File: config.mk
export PLATFORM = sky130hd
export DESIGN_NAME = result_tx_sched
export DESIGN_NICKNAME = d
export VERILOG_FILES = /design/src/rtl/result_tx_pkg.sv /design/src/rtl/result_pkt_byte.sv /design/src/rtl/result_tx_sched.sv
export SDC_FILE = /design/constraint.sdc
export NUM_CORES = 1
export LEC_CHECK = 0
export CAP_MARGIN = 10
export CORE_AREA = 2 2 146 148
export DETAILED_ROUTE_END_ITERATION = 7
export DIE_AREA = 0 0 148 150
export PLACE_DENSITY = 0.56
export SYNTH_ARGS = -nofsm -noshare
export SYNTH_HDL_FRONTEND = slang
export SYNTH_SLANG_ARGS = --single-unit
export TNS_END_PERCENT = 30
File: constraint.sdc
create_clock -name clk -period 6.6 [get_ports clk]
set_input_delay 1.32 -clock clk [delete_from_list [all_inputs] [get_ports clk]]
set_output_delay 1.32 -clock clk [all_outputs]
set_load 0.05 [all_outputs]
File: src/rtl/result_tx_pkg.sv
// Shared types and constants for the result packet transmitter.
package result_tx_pkg;

  typedef enum logic {
    IDLE = 1'b0,
    SEND = 1'b1
  } state_t;

  localparam int PKT_LEN = 9;
  localparam int IDX_W   = $clog2(PKT_LEN);

  localparam logic [1:0] CH1_ID = 2'b01;
  localparam logic [1:0] CH2_ID = 2'b10;

  // One channel's frame result as captured at frm_done.
  typedef struct packed {
    logic        dir;
    logic [11:0] cx;
    logic [11:0] cy;
    logic [9:0]  ax;
    logic [9:0]  ay;
  } ch_snap_t;

endpackage

File: src/rtl/result_pkt_byte.sv
// Combinational packet formatter: selects one byte of a 9-byte result packet,
// checksum included.
module result_pkt_byte
  import result_tx_pkg::*;
#(
  parameter logic [7:0] SYNC_BYTE = 8'hAA
) (
  input  ch_snap_t         snap,
  input  logic [1:0]       ch_id,
  input  logic [IDX_W-1:0] idx,
  output logic [7:0]       pkt_byte
);

  logic [7:0] b1, b2, b3, b4, b5, b6, b7, csum;

  assign b1   = {ch_id, snap.dir, 1'b0, snap.cx[11:8]};
  assign b2   = snap.cx[7:0];
  assign b3   = {4'b0, snap.cy[11:8]};
  assign b4   = snap.cy[7:0];
  assign b5   = {snap.ax[9:8], snap.ay[9:8], 4'b0};
  assign b6   = snap.ax[7:0];
  assign b7   = snap.ay[7:0];
  assign csum = b1 ^ b2 ^ b3 ^ b4 ^ b5 ^ b6 ^ b7;

  always_comb begin
    pkt_byte = '0;
    case (idx)
      IDX_W'(0): pkt_byte = SYNC_BYTE;
      IDX_W'(1): pkt_byte = b1;
      IDX_W'(2): pkt_byte = b2;
      IDX_W'(3): pkt_byte = b3;
      IDX_W'(4): pkt_byte = b4;
      IDX_W'(5): pkt_byte = b5;
      IDX_W'(6): pkt_byte = b6;
      IDX_W'(7): pkt_byte = b7;
      IDX_W'(8): pkt_byte = csum;
      default:   pkt_byte = '0;
    endcase
  end

endmodule

File: src/rtl/result_tx_sched.sv
// Frame-result transmit scheduler: snapshots per-channel results at frame end
// and streams them as checksummed byte packets over a valid/ready link.
module result_tx_sched
  import result_tx_pkg::*;
#(
  parameter logic [7:0] SYNC_BYTE = 8'hAA,
  parameter int         FRAME_DIV = 1
) (
  input  logic        clk,
  input  logic        rst,
  input  logic        frm_done,
  input  logic        ch1_valid,
  input  logic        ch2_valid,
  input  logic [11:0] ch1_cx,
  input  logic [11:0] ch2_cx,
  input  logic [11:0] ch1_cy,
  input  logic [11:0] ch2_cy,
  input  logic [9:0]  ch1_ax,
  input  logic [9:0]  ch2_ax,
  input  logic [9:0]  ch1_ay,
  input  logic [9:0]  ch2_ay,
  input  logic        ch1_dir,
  input  logic        ch2_dir,
  output logic [7:0]  tx_data,
  output logic        tx_valid,
  input  logic        tx_ready,
  output logic        busy,
  output logic [7:0]  drop_cnt
);

  localparam logic [7:0] DIV_LAST = 8'(FRAME_DIV - 1);

  state_t           state;
  logic [7:0]       div_cnt;
  logic             rr_ch2;
  logic             cur_ch2;
  logic             second_pend;
  logic [IDX_W-1:0] idx;
  logic [IDX_W-1:0] idx_next;
  ch_snap_t         snap1, snap2, cur_snap;
  logic [1:0]       cur_id;
  logic [7:0]       next_byte;
  logic             xfer;
  logic             last_byte;
  logic             trigger;

  assign cur_snap  = cur_ch2 ? snap2 : snap1;
  assign cur_id    = cur_ch2 ? CH2_ID : CH1_ID;
  assign idx_next  = idx + IDX_W'(1);
  assign xfer      = tx_valid && tx_ready;
  assign last_byte = (idx == IDX_W'(PKT_LEN - 1));
  assign trigger   = (div_cnt == DIV_LAST) && (ch1_valid || ch2_valid);

  // The formatter looks one byte ahead so tx_data can be registered.
  result_pkt_byte #(.SYNC_BYTE(SYNC_BYTE)) u_pkt_byte (
    .snap     (cur_snap),
    .ch_id    (cur_id),
    .idx      (idx_next),
    .pkt_byte (next_byte)
  );

  // Snapshot path: data only, no reset.
  always_ff @(posedge clk) begin
    if (state == IDLE && frm_done) begin
      snap1 <= {ch1_dir, ch1_cx, ch1_cy, ch1_ax, ch1_ay};
      snap2 <= {ch2_dir, ch2_cx, ch2_cy, ch2_ax, ch2_ay};
    end
  end

  // Control FSM with registered handshake outputs.
  always_ff @(posedge clk) begin
    if (rst) begin
      state       <= IDLE;
      tx_valid    <= 1'b0;
      tx_data     <= '0;
      busy        <= 1'b0;
      drop_cnt    <= '0;
      div_cnt     <= '0;
      rr_ch2      <= 1'b0;
      cur_ch2     <= 1'b0;
      second_pend <= 1'b0;
      idx         <= '0;
    end else begin
      if (frm_done && state == SEND && drop_cnt != 8'hFF)
        drop_cnt <= drop_cnt + 8'd1;
      case (state)
        IDLE: begin
          if (frm_done) begin
            div_cnt <= (div_cnt == DIV_LAST) ? 8'd0 : div_cnt + 8'd1;
            if (trigger) begin
              state       <= SEND;
              busy        <= 1'b1;
              tx_valid    <= 1'b1;
              tx_data     <= SYNC_BYTE;
              idx         <= '0;
              second_pend <= ch1_valid && ch2_valid;
              cur_ch2     <= ch2_valid && (!ch1_valid || rr_ch2);
              if (ch1_valid && ch2_valid)
                rr_ch2 <= !rr_ch2;
            end
          end
        end
        SEND: begin
          if (xfer) begin
            if (!last_byte) begin
              idx     <= idx_next;
              tx_data <= next_byte;
            end else if (second_pend) begin
              second_pend <= 1'b0;
              cur_ch2     <= !cur_ch2;
              idx         <= '0;
              tx_data     <= SYNC_BYTE;
            end else begin
              state    <= IDLE;
              busy     <= 1'b0;
              tx_valid <= 1'b0;
            end
          end
        end
        default: state <= IDLE;
      endcase
    end
  end

endmodule

## Word level (Yosys, flattened, before mapping)

Cells that the tools add are included.

- Register bits after elaboration: 123
- Word-level logic and storage cells: 105
- Bits of input ports: 96
- Output and inout port bits: 18

- Multiplexer cells: 39
- Bitwise logic cells: 7
- Reductions and logical operators: 20
- Add/sub/neg operators: 3
- Eq/ne operators: 17

Operator list:

| cell | count |
|---|---|
| one-hot mux 8 bit (9 select lines) | 1 |
| two-way mux 8 bit | 6 |
| two-way mux 45 bit | 1 |
| XOR 8 bit | 5 |
| two-way mux 4 bit | 5 |
| two-way mux 1 bit | 19 |
| adder 8 x 1 -> 8 bit, second input constant | 2 |
| equality test 4 x 3 -> 1 bit, second input constant | 4 |
| one-hot mux 8 bit (2 select lines) | 1 |
| AND reduction 4 bit | 3 |
| AND reduction 5 bit | 2 |
| equality test 4 x 2 -> 1 bit, second input constant | 2 |
| equality test 4 bit, second input constant | 2 |
| zero test 8 bit | 1 |
| inequality test 8 bit, second input constant | 1 |
| one-hot mux 1 bit (2 select lines) | 4 |
| one-hot mux 4 bit (2 select lines) | 1 |
| XOR 8 x 4 -> 8 bit | 1 |
| logical AND 1 bit | 7 |
| inequality test 2 x 1 -> 1 bit, second input constant | 3 |
| inequality test 2 bit, second input constant | 3 |
| adder 4 x 1 -> 4 bit, second input constant | 1 |
| equality test 4 x 1 -> 1 bit, second input constant | 1 |
| zero test 4 bit | 1 |
| 6 further kinds | 9 |

## Depth between registers and ports, before layout

Gate-level depths: netlist of run 1.

- Depth after elaboration: 11
- Depth in mapped cells: 9
- Mapped depth without buffers: 8

## Modules after synthesis

A second synthesis of run 1 with hierarchy kept.

- Cells, all modules: 431
- Area total of the unflattened synthesis: 5,784.3 um^2

Modules (own cells, without submodules):

| module | instances | cells an instance | sequential area each (um^2) | area an instance (um^2) |
|---|---|---|---|---|
| result_tx_sched | 1 | 314 | 3,363.2 | 4,814.6 |
| result_pkt_byte | 1 | 117 | 0.0 | 969.7 |

## Worst setup path after synthesis of run 1

No wires, ideal clock.

- Kind: input port to flip-flop
- Start point: input frm_done
- End point: register cur_ch2
- Arrival: 4.941 ns
- Library setup time: 0.132 ns
- Path buffers: 1
- Slack: 1.526 ns
- Required time: 6.468 ns
- Stages: 6
- Path through: nor2b_1 > buf_1 > nand3_1 > o21a_1 > o21ai_0 > a21oi_1

- Longest elaborated chain between the ends: 2

Ends and longest elaborated chain:

| element | RTL line | source |
|---|---|---|
| from (decl) | result_tx_sched.sv:11 | `input logic frm_done,` |
| inequality test 2 bit (no line) | -- |  |
| AND reduction 5 bit (no line) | -- |  |
| to (signal assigned) | result_tx_sched.sv:97 | `cur_ch2 <= ch2_valid && (!ch1_valid \|\| rr_ch2);` |
| to (signal assigned) | result_tx_sched.sv:110 | `cur_ch2 <= !cur_ch2;` |
| to (decl) | result_tx_sched.sv:36 | `logic cur_ch2;` |

No other way between the ends.
A chain may end at the register's enable or synchronous reset.

## Worst setup path in the final report of run 1

- Start point: input frm_done
- End point: register div_cnt[7]

- Longest elaborated chain between the ends: 1

Ends and longest elaborated chain:

| element | RTL line | source |
|---|---|---|
| AND reduction 2 bit (no line) | -- |  |
| to (signal assigned) | result_tx_sched.sv:89 | `div_cnt <= (div_cnt == DIV_LAST) ? 8'd0 : div_cnt + 8'd1;` |
| to (decl) | result_tx_sched.sv:34 | `logic [7:0] div_cnt;` |

No other way between the ends.

==> out/summary.md, run 1 <==
The flow ran to the end, and the final reports show no timing, DRC or antenna violations. The worst setup path is of the input pin to register kind. The per-cell routed wire length came out at 15.6 um. STA classifies the critical path endpoint as a register. The final estimated routing congestion in global placement is 0.754. TritonCTS built the clock tree. The final worst-path setup slack is 3090 ps, and the combined global-route utilization of all metal layers is 13.2%. The clock latency of the later-clocked register in the worst-skew pair is 420 ps. No sink is reached through more buffers than the 2 on the longest clock path.

0 antenna diodes ended up in the layout. The tools report the count of final hold-check violations as 0. The number of clock buffers added by TritonCTS is 17. Hold repair after CTS inserted 0 buffers. The tools report the number of distinct library cells after synthesis as 60. The run gives 114 as the total I/O pin count. Power spread over the standard cell area amounts to 265 mW/mm^2. The die covers 0.0222 mm^2. At the worst endpoint, the required time is 6910 ps.

In the synthesized netlist the dominant register cell turns out to be edfxtp_1. Portion of synthesized cell area occupied by the leading cell type: 44.6%. For the sequential fraction of the synthesis area, the log shows 55.5%. edfxtp_1 is the most common cell in the netlist. The via count of the first global-routing pass is 4340, and the number of stages on the worst hold path is 2. The first detailed-routing pass ran for 5 iterations.

The worst slack after detailed placement came out at 2560 ps. The net count of the finished layout is 714. Once the clock tree was built, the setup fixing pass inserted 0 buffers.

In this run, the number of DRC markers left after iteration 0 of detailed routing was 261. Of all nets on the critical path, the largest fanout is 59. The run gives 6.22 ps as the final setup skew. Setup repair after global routing left no endpoint under its margin. Cell type with the highest aggregate area in the netlist: edfxtp_1. Clock-pin slew was measured on the worst setup and hold paths at 60 ps. Gates resized during post-CTS repair numbered 0. Detailed placement ended at an HPWL of 10400 um.

Measured on the finished design, the core utilization comes to 39.0%. Row count: 53. Including well taps, the total number of placed cells is 866.

Cells with a size suffix above 1 make up 11.1% of the layout. Once detail routing completed, the nets flagged for antenna violations numbered 0. The time the final worst path needs with I/O delays and setup is 3510 ps. The clock sink count was 123; the number of DRC violations after detailed routing was 0. Counting cells, the worst reg-to-reg path comes to 6.

For this run, asynchronously set or reset flops after synthesis account for 0%. For this block, the routed nets add up to 14000 um of wire. At the pin with the least slew margin, the transition time is 760 ps.

After detailed placement, the total cell area comes to 0.00746 mm^2. In this run the tightest slew margin relative to its limit is 49.2%. Yosys printed 0 warnings.

The initial antenna violation count is 0. In the synthesized netlist, the cells that appear most often are edfxtp_1, nor2_1, xor2_1. The number of max-slew violations in the final report is 0. The count of buffers added on input and output ports is 113.

The tools report the achievable clock frequency as 0.285 GHz. The mapped cell area was 0.00606 mm^2. By area the synthesized netlist is led by edfxtp_1, dfxtp_1, xor2_1.

The number of non-filler instances in the completed layout is 898, and the final worst-path cycle share is 53.2%. The root cell of the clock tree is clkbuf_16. The worst-case IR drop observed on VDD is 164 uV.

The region available for standard cell placement spans 0.0207 mm^2. The area growth from synthesis to layout is 33.1%. For the total number of vias, the log shows 4164. After global routing the overflow that remains totals 0.

For this configuration, the core starts out at a cell density of 29.3%. For the leakage component of the power, the log shows 2.75 nW. Counting stages on the worst path, the most repeated cell is buf_4. The pin count of the biggest net entering global routing is 60. Traced cell by cell, the critical path runs through clkdlybuf4s50_1 > nor2b_4 > buf_4 > buf_4 > and4_1 > nand3_1 > xor2_1 > nor2_1.

Max-cap violations in this run came to 0. At the worst endpoint, the arrival time is 3820 ps. The layout has 2022 filler cells. Synthesis inferred 123 register bits. The setup-violating endpoint count in the final report came out at 0. The wire length of the first global-routing pass was 22300 um; the register area was 0.00337 mm^2.

The final-layout setup total negative slack came out at 0 ps. The largest single stage delay on the critical path is 670 ps. On the critical path, the stage with the largest delay is an instance of buf_4.

The die outline width came out at 148 um. In the final layout, the multi-input gates occupy 0.00255 mm^2. The total non-filler cell area in the finished layout was 0.00807 mm^2; the synthesized area divided by synthesized cell count was 12.2 um^2.

The number of standard cells after synthesis came out at 496. The min-delay analysis places its worst path in the category register to register. For the level count of the clock H-tree, the log shows 4. The tools report the kind of start point of the critical path as an input pin. In the routed layout, each cell is associated on average with a via count of 4.64.

Counting flops with a built-in enable in the synthesized netlist gives 90. Counting every net in the synthesized netlist gives 600. Measured along the y axis, the die boundary spans 150 um.
[state kept, by name (all words and copies together) (netlist names)]
| register | count |
|---|---|
| state | 1 |
| cur_ch2 | 1 |
| tx_data | 8 |
| second_pend | 1 |
| snap2 | 45 |
| idx | 4 |
| snap1 | 45 |
| drop_cnt | 8 |
| busy | 1 |
| rr_ch2 | 1 |
| div_cnt | 8 |
[layout make-up]
class / instances / share of cell area, %
inverters: 10 / 0.465
well taps: 275 / 4.26
clock inverters: 15 / 2.23
multi-input cells: 341 / 31.6
flip-flops and latches: 123 / 41.7
repair buffers: 117 / 14.4
clock buffers: 17 / 5.27
[critical path, delay by kind of cell]
family        cells  cell delay, ps
xor+xnor          1             150
buf+inv           3            1670
simple gates      4             660
[power by group]
group	switching, mW	internal, mW
sequential	0.0348	0.886
combinational	0.123	0.142
clock	0.329	0.622
[stage by stage]
stage	hold slack (ps)	total power [mW]
CTS	507	2.16
global placement	484	1.20
global route	530	2.22
floorplan	474	1.10
detailed placement	497	1.21
finish	504	2.14
[final timing paths]
path | startpoint | slack [ps] | end
max reg2reg | idx[1] | 3920 | tx_data[5]
min reg2reg | drop_cnt[7] | 500 | drop_cnt[7]
min | drop_cnt[7] | 500 | drop_cnt[7]
max | frm_done | 3090 | div_cnt[7]
[layout by cell type (no fill, tap or decap), types with 3 or more instances in the layout]
cell type and n:
ha_1 8, nand2_1 17, nand3b_1 3, buf_4 4, xnor2_1 32, clkdlybuf4s50_1 113
and3_1 3, o21a_1 4, clkinv_2 3, clkinv_1 4, nand4_1 6, a22oi_1 3
nand3_1 14, clkinvlp_4 4, or3_1 3, a21oi_1 23, o22ai_1 5, xor2_1 42
bufinv_16 4, inv_1 10, mux2_2 26, dfxtp_1 32, or2b_1 3, nor4b_1 3
edfxtp_1 90, a222oi_1 3, a211oi_1 3, o311a_1 3, mux2i_1 34, nor2_1 50
a22o_1 3, clkbuf_16 17, o21ai_0 13
[routing by layer]
layer	part of all wire [%]	GRT usage, %
met1	44	16.4
met5	0	0
met4	1.4	4.71
met3	5.5	3.63
met2	49	21.9
[logic make-up after synthesis]
| kind of cell | share of synthesized area [%] |
|---|---|
| adders and majority gates | 1.65 |
| and+or+nand+nor | 10.3 |
| DFF | 55.5 |
| xor gates and xnor gates | 10.7 |
| muxes | 10.4 |
| buffers and inverters | 2.50 |
| AOI/OAI and AO/OA | 8.92 |
Note: power is estimated with default switching activity, not from simulation.
==> run 2: changes to the inputs <==
==> constraint.sdc (replaced) <==
create_clock -name clk -period 3.4 [get_ports clk]
set_input_delay 0.68 -clock clk [delete_from_list [all_inputs] [get_ports clk]]
set_output_delay 0.68 -clock clk [all_outputs]
set_load 0.05 [all_outputs]
==> out/summary.md, run 2 (same netlist as run 1, synthesis figures left out) <==
The run finished with clean final reports. The per-cell routed wire length was 15.8 um (was 15.6 um); the post-CTS clock slew at the launch and capture registers of the worst setup and hold paths was 60 ps (about the same). The run gives 0.0222 mm^2 (unchanged) as the area of the die. The arrival time reported for the critical path endpoint came out at 3020 ps (was 3820 ps). The die span in y was 150 um (unchanged); the number of gates given a new drive strength after cts was 0 (unchanged).

The tools report the register area as 0.00337 mm^2 (unchanged). The number of max-slew violations in the final report is 0 (unchanged), and the combinational group share of total power is 13.0% (was 12.4%). The count of input and output buffers came out at 113 (unchanged). The synthesis-to-finish area growth came out at 32.8% (was 33.1%).

For the filler cell count, the log shows 2019 (was 2022). The clock sink count is 123 (unchanged), and the number of routed nets with antenna violations is 0 (unchanged). For the clock share of power, the log shows 42.3% (was 44.5%). The kind of capture point of the worst setup path is a register (unchanged). The total number of vias is 4196 (was 4164), and the maximum fanout encountered on the critical timing path is 14 (was 59).

The tools report the number of buffers between clock root and the deepest sink as 2 (unchanged). The total I/O pin count is 114 (unchanged). The number of max-cap violations was 0 (unchanged); the switching power share of the total was 23.3% (was 22.8%). Path category of the worst min-delay check: register to register (unchanged). The tools report the leakage component of the power as 2.76 nW (was 2.75 nW).

The tools report the required arrival time at the worst endpoint as 3760 ps (was 6910 ps). The count of final hold-check violations came out at 0 (unchanged). The tools report the number of DRC violations after detailed routing as 0 (unchanged). The logs give 13.4% (was 13.2%) for the combined global-route utilization of all metal layers and 4.00 mW (was 2.14 mW) for the total power consumption of the routed design. The path type of the worst setup path is register to register (was input pin to register). The remaining max-slew budget at the tightest pin was 48.5% (was 49.2%).

The area taken by multi-input logic gates is 0.00255 mm^2 (unchanged). The proportion of layout cells with a drive suffix above 1 was 11.2% (was 11.1%); the final setup skew was 7.43 ps (was 6.22 ps). The worst IR drop on VDD was 312 uV (was 164 uV).

Dividing the final minimum period by the clock period gives 78.3%. Setup repair after global routing left no endpoint under its margin. The setup-violating endpoint count in the final report is 0 (unchanged). Top flop regs: snap1 (45), snap2 (45) (unchanged). The core footprint is 0.0207 mm^2 (unchanged). TritonCTS built the clock tree. The placed wire-length estimate was 10400 um (about the same); the via-per-instance ratio was 4.67 (was 4.64). Most used cells in the layout excluding fill and tap cells: clkdlybuf4s50_1, edfxtp_1, nor2_1, xor2_1, mux2i_1 (unchanged). The remaining global-route overflow is 0 (unchanged). The count of antenna diodes in the layout was 0 (unchanged). The logs give 4 (unchanged) for the level count of the clock H-tree and 0.758 (was 0.754) for the final estimated routing congestion in global placement. The iteration-0 DRC count of the detailed router is 190 (was 261), and the total power per unit cell area is 497 mW/mm^2 (was 265 mW/mm^2). For the row count, the log shows 53 (unchanged). The internal power contribution is 3.07 mW (was 1.65 mW). The transition at the pin with the smallest max-transition slack is 770 ps (was 760 ps), and the final net count is 715 (was 714). The wire length of the first global-routing pass came out at 22600 um (was 22300 um). The tools report the pin count of the biggest net entering global routing as 100 (was 60).

Register share of total power: 44.7% (was 43.1%). The tools report the total wire length after detailed routing as 14200 um (was 14000 um). The worst hold slack across all endpoints was 515 ps (was 504 ps). The clock latency of the later-clocked register in the worst-skew pair was 410 ps (was 420 ps). The die outline width was 148 um (unchanged); the net switching component of the power was 0.932 mW (was 0.487 mW). Initial antenna violation count: 0 (unchanged). The root cell of the clock tree was clkbuf_16 (unchanged). The starting utilization of the core area was 29.3% (unchanged). The CTS buffer count was 17 (unchanged). The smallest clock period supported by the final layout is computed as 2660 ps. The number of buffers inserted to repair setup after CTS is 0 (unchanged).

The via count of the first global-routing pass was 4351 (was 4340); the number of buffers inserted by hold repair at cts was 0 (unchanged). The kind of start point of the critical path is a register (was an input pin). For the final-layout setup total negative slack, the log shows 0 ps (unchanged). Number of iterations in the first detailed-routing pass: 6 (was 5). The most common cell after layout, fill and taps aside is clkdlybuf4s50_1 (unchanged). Static timing analysis puts the maximum clock frequency at 0.376 GHz.
-- run 2: path summary, 6_finish.rpt --
kind | from | to | slack (ps) | cells past startpoint
worst max-delay path | idx[0] | tx_data[6] | 740 | 6
worst min-delay path | tx_data[2] | tx_data[2] | 510 | 2
worst max register to register | idx[0] | tx_data[6] | 740 | 6
worst min register to register | tx_data[2] | tx_data[2] | 510 | 2
-- run 2: per-stage QoR --
step	instance area, um^2	setup WS (ps)	utilization [%]	std cells
2_1_floorplan	6070	349	-	496
3_3_place_gp	7480	743	36.2	867
3_5_place_dp	7480	669	36.2	867
4_1_cts	8050	757	38.9	899
5_1_grt	8050	537	38.9	899
6_report	8050	738	38.9	899
-- run 2: worst max-delay path: stages, from the launching register on --
cell	delay, ps
dfxtp_1	470
ha_1	500
mux2_2	400
o22ai_1	510
nand2_1	310
o211ai_1	270
o21a_1	150
-- run 2: per-layer routing --
metal / vias to the layer above / GRT usage, % / share of wire (%)
li1: 2055 / - / -
met1: 2008 / 16.3 / 43
met2: 112 / 22.5 / 50
met3: 21 / 4.05 / 5.9
met4: 0 / 4.86 / 1.5
met5: - / 0 / 0
-- run 2: power by group through the flow --
stage	combinational [mW]	sequential (mW)	clock [mW]
after CTS	0.530	1.79	1.73
after detailed placement	0.527	1.82	0
after floorplan	0.302	1.83	0
after global routing	0.570	1.80	1.81
final	0.520	1.79	1.69
after global placement	0.523	1.81	0
-- run 2: area by class of cell --
type / instances / share of cell area, %
multi-input cells: 341 / 31.7
repair buffers: 118 / 14.7
inverters: 10 / 0.466
clock inverters: 6 / 0.404
clock buffers: 26 / 6.61
flip-flops and latches: 123 / 41.8
well taps: 275 / 4.28
==> run 3: changes to the inputs <==
--- a/config.mk
+++ b/config.mk
@@ -9,7 +9,7 @@
 export CORE_AREA = 2 2 146 148
 export DETAILED_ROUTE_END_ITERATION = 7
 export DIE_AREA = 0 0 148 150
-export PLACE_DENSITY = 0.56
+export PLACE_DENSITY = 0.58
 export SYNTH_ARGS = -nofsm -noshare
 export SYNTH_HDL_FRONTEND = slang
 export SYNTH_SLANG_ARGS = --single-unit
==> constraint.sdc (replaced) <==
create_clock -name clk -period 2.2 [get_ports clk]
set_input_delay 0.44 -clock clk [delete_from_list [all_inputs] [get_ports clk]]
set_output_delay 0.44 -clock clk [all_outputs]
set_load 0.05 [all_outputs]
==> out/summary.md, run 3 (same netlist as run 1, synthesis figures left out) <==
Setup repair after global routing could not meet its margin everywhere. The run gives 0 (unchanged) as the number of buffers inserted by hold repair at cts. The post-place instance area was 0.00776 mm^2 (was 0.00748 mm^2); the final net count was 744 (was 715).

The area of the die came out at 0.0222 mm^2 (unchanged). The path category of the worst min-delay check was register to register (unchanged). The net switching component of the power came out at 1.52 mW (was 0.932 mW). The logs give 40.6% (was 38.9%) for the final design utilization and 14500 um (was 14200 um) for the total wire length after detailed routing.

The synthesis-to-finish area growth was 38.7% (was 32.8%); the clock sink count was 123 (unchanged). Most used cells in the layout excluding fill and tap cells: clkdlybuf4s50_1, edfxtp_1, nor2_1, xor2_1, mux2i_1 (unchanged). The total number of vias is 4246 (was 4196). The run gives 16.1 ps (was 7.43 ps) as the final setup skew.

Of the available clock period, the critical path in the final layout requires 96.8%. The starting utilization of the core area was 29.3% (unchanged); the remaining max-slew budget at the tightest pin was 61.9% (was 48.5%). The row count is 53 (unchanged), and the time the final worst path needs with I/O delays and setup is 2130 ps. The total power per unit cell area came out at 774 mW/mm^2 (was 497 mW/mm^2).

The tools report the leakage component of the power as 2.96 nW (was 2.76 nW). The kind of start point of the critical path was a register (unchanged). The most common cell after layout, fill and taps aside is clkdlybuf4s50_1 (unchanged). For the core footprint, the log shows 0.0207 mm^2 (unchanged). The master of the slowest instance on the critical path is clkdlybuf4s50_1 (was o22ai_1). The required arrival time at the worst endpoint was 1760 ps (was 3760 ps). The cell class contributing the biggest share of worst-path delay is buffers and inverters (was compound AO/OA/AOI/OAI gates). The logs give 4 (was 6) for the number of iterations in the first detailed-routing pass and 0.798 (was 0.758) for the final estimated routing congestion in global placement. The remaining global-route overflow was 0 (unchanged). Post-CTS clock slew at the launch and capture registers of the worst setup and hold paths: 60 ps (about the same). Series of cell instances along the critical path: clkdlybuf4s50_1 (was ha_1 > mux2_2 > o22ai_1 > nand2_1 > o211ai_1 > o21a_1).

The buffering stage count on the worst path with inverters included was 1 (was 0); the clock share of power was 44.3% (was 42.3%). The switching power share of the total came out at 23.4% (was 23.3%). Number of buffers inserted to repair setup after CTS: 0 (unchanged). For the count of antenna diodes in the layout, the log shows 0 (unchanged). The number of routed nets with antenna violations is 0 (unchanged). The count of final hold-check violations is 0 (unchanged).

The combined global-route utilization of all metal layers was 13.6% (was 13.4%); the register share of total power was 42.3% (was 44.7%). The logs give 2 (unchanged) for the number of buffers between clock root and the deepest sink and 0.00841 mm^2 (was 0.00805 mm^2) for the total non-filler cell area in the finished layout. The initial antenna violation count is 0 (unchanged), and the CTS buffer count is 17 (unchanged). The proportion of layout cells with a drive suffix above 1 was 16.5% (was 11.2%); the transition at the pin with the smallest max-transition slack was 569 ps (was 770 ps). Internal power contribution: 4.98 mW (was 3.07 mW). The root cell of the clock tree was clkbuf_16 (unchanged). The combinational group share of total power was 13.4% (was 13.0%). The tools report the wire length of the first global-routing pass as 23000 um (was 22600 um). TritonCTS built the clock tree.

The die span in y was 150 um (unchanged); the achievable clock frequency was 0.470 GHz. The number of max-slew violations in the final report was 0 (unchanged). Path type of the worst setup path: register to output pin (was register to register).

Final-layout setup total negative slack: 0 ps (unchanged). The run gives 0 (unchanged) as the number of max-cap violations. The die outline width is 148 um (unchanged), and the pin count of the biggest net entering global routing is 75 (was 100). The tools report the setup-violating endpoint count in the final report as 0 (unchanged). The tools report the kind of capture point of the worst setup path as an output pin (was a register). Level count of the clock H-tree: 4 (unchanged). The tools report the iteration-0 DRC count of the detailed router as 217 (was 190). The via-per-instance ratio was 4.58 (was 4.67). The worst IR drop on VDD was 441 uV (was 312 uV). For the arrival time reported for the critical path endpoint, the log shows 1690 ps (was 3020 ps). The biggest cell delay along the critical path was 840 ps (was 510 ps); the number of gates given a new drive strength after cts was 0 (unchanged). Top flop regs: snap1 (45), snap2 (45) (unchanged). The per-cell routed wire length is 15.6 um (was 15.8 um). The count of input and output buffers was 113 (unchanged); the placed wire-length estimate was 10700 um (was 10400 um). The maximum fanout encountered on the critical timing path was 6 (was 14).

The clock latency of the later-clocked register in the worst-skew pair is 420 ps (was 410 ps). The number of DRC violations after detailed routing was 0 (unchanged). The total I/O pin count was 114 (unchanged).

The run finished with clean final reports. The via count of the first global-routing pass is 4446 (was 4351).
## run 3: cell count changes in the layout (fill, tap and decap cells not counted), moves of 2 or more
cell / delta
inv_6: +2
clkinv_4: +4
clkbuf_8: -2
clkbuf_1: -2
buf_12: +5
dfxtp_1: -4
buf_4: +24
clkinv_2: -4
bufinv_16: +2
dfxtp_2: +4
## run 3: metal layers
metal / up-vias / part of all wire (%) / global-route usage, %
li1: 2118 / - / -
met1: 2022 / 43 / 16.7
met2: 97 / 50 / 22.7
met3: 9 / 5.7 / 4.39
met4: 0 / 0.79 / 4.33
met5: - / 0 / 0
## run 3: power groups by stage
stage | Clock [mW] | Sequential, mW | Combinational (mW)
final | 2.88 | 2.75 | 0.874
after global routing | 3.03 | 2.77 | 0.950
after CTS | 2.94 | 2.75 | 0.888
after detailed placement | 0 | 2.80 | 0.882
after global placement | 0 | 2.79 | 0.874
after floorplan | 0 | 2.82 | 0.466
## run 3: cell type report
cell class              instances  area, um^2
fillers                      1956       12300
flip-flops and latches        123        3370
multi-input cells             341        2570
repair buffers                147        1460
clock buffers                  22         497
well taps                     275         344
clock inverters                10         125
inverters                      10        37.5
## run 3: stage by stage
stage	instances	worst slack, ps	total power, mW	hold slack (ps)
3_3_place_gp	896	-99.3	3.67	478
6_report	928	71.0	6.50	503
2_1_floorplan	496	113	3.29	474
3_5_place_dp	896	-140	3.68	484
4_1_cts	928	25.7	6.58	492
5_1_grt	928	-9.68	6.75	528
## run 3: worst reg2reg max path, stage by stage, from the launching register on
cell and delay [ps]:
dfxtp_1 340, inv_1 80, ha_1 140, or4b_4 470, nor4_4 190, a31oi_2 150
buf_12 170, nand2_4 70, nand4_2 60, o31a_1 280
## run 3: final timing paths
kind | start | to | slack [ps] | cells after the start
max reg2reg | div_cnt[1] | tx_data[0] | 150 | 9
min reg2reg | tx_data[2] | tx_data[2] | 500 | 2
max | drop_cnt[2] | drop_cnt[2] | 70 | 1
min | tx_data[2] | tx_data[2] | 500 | 2
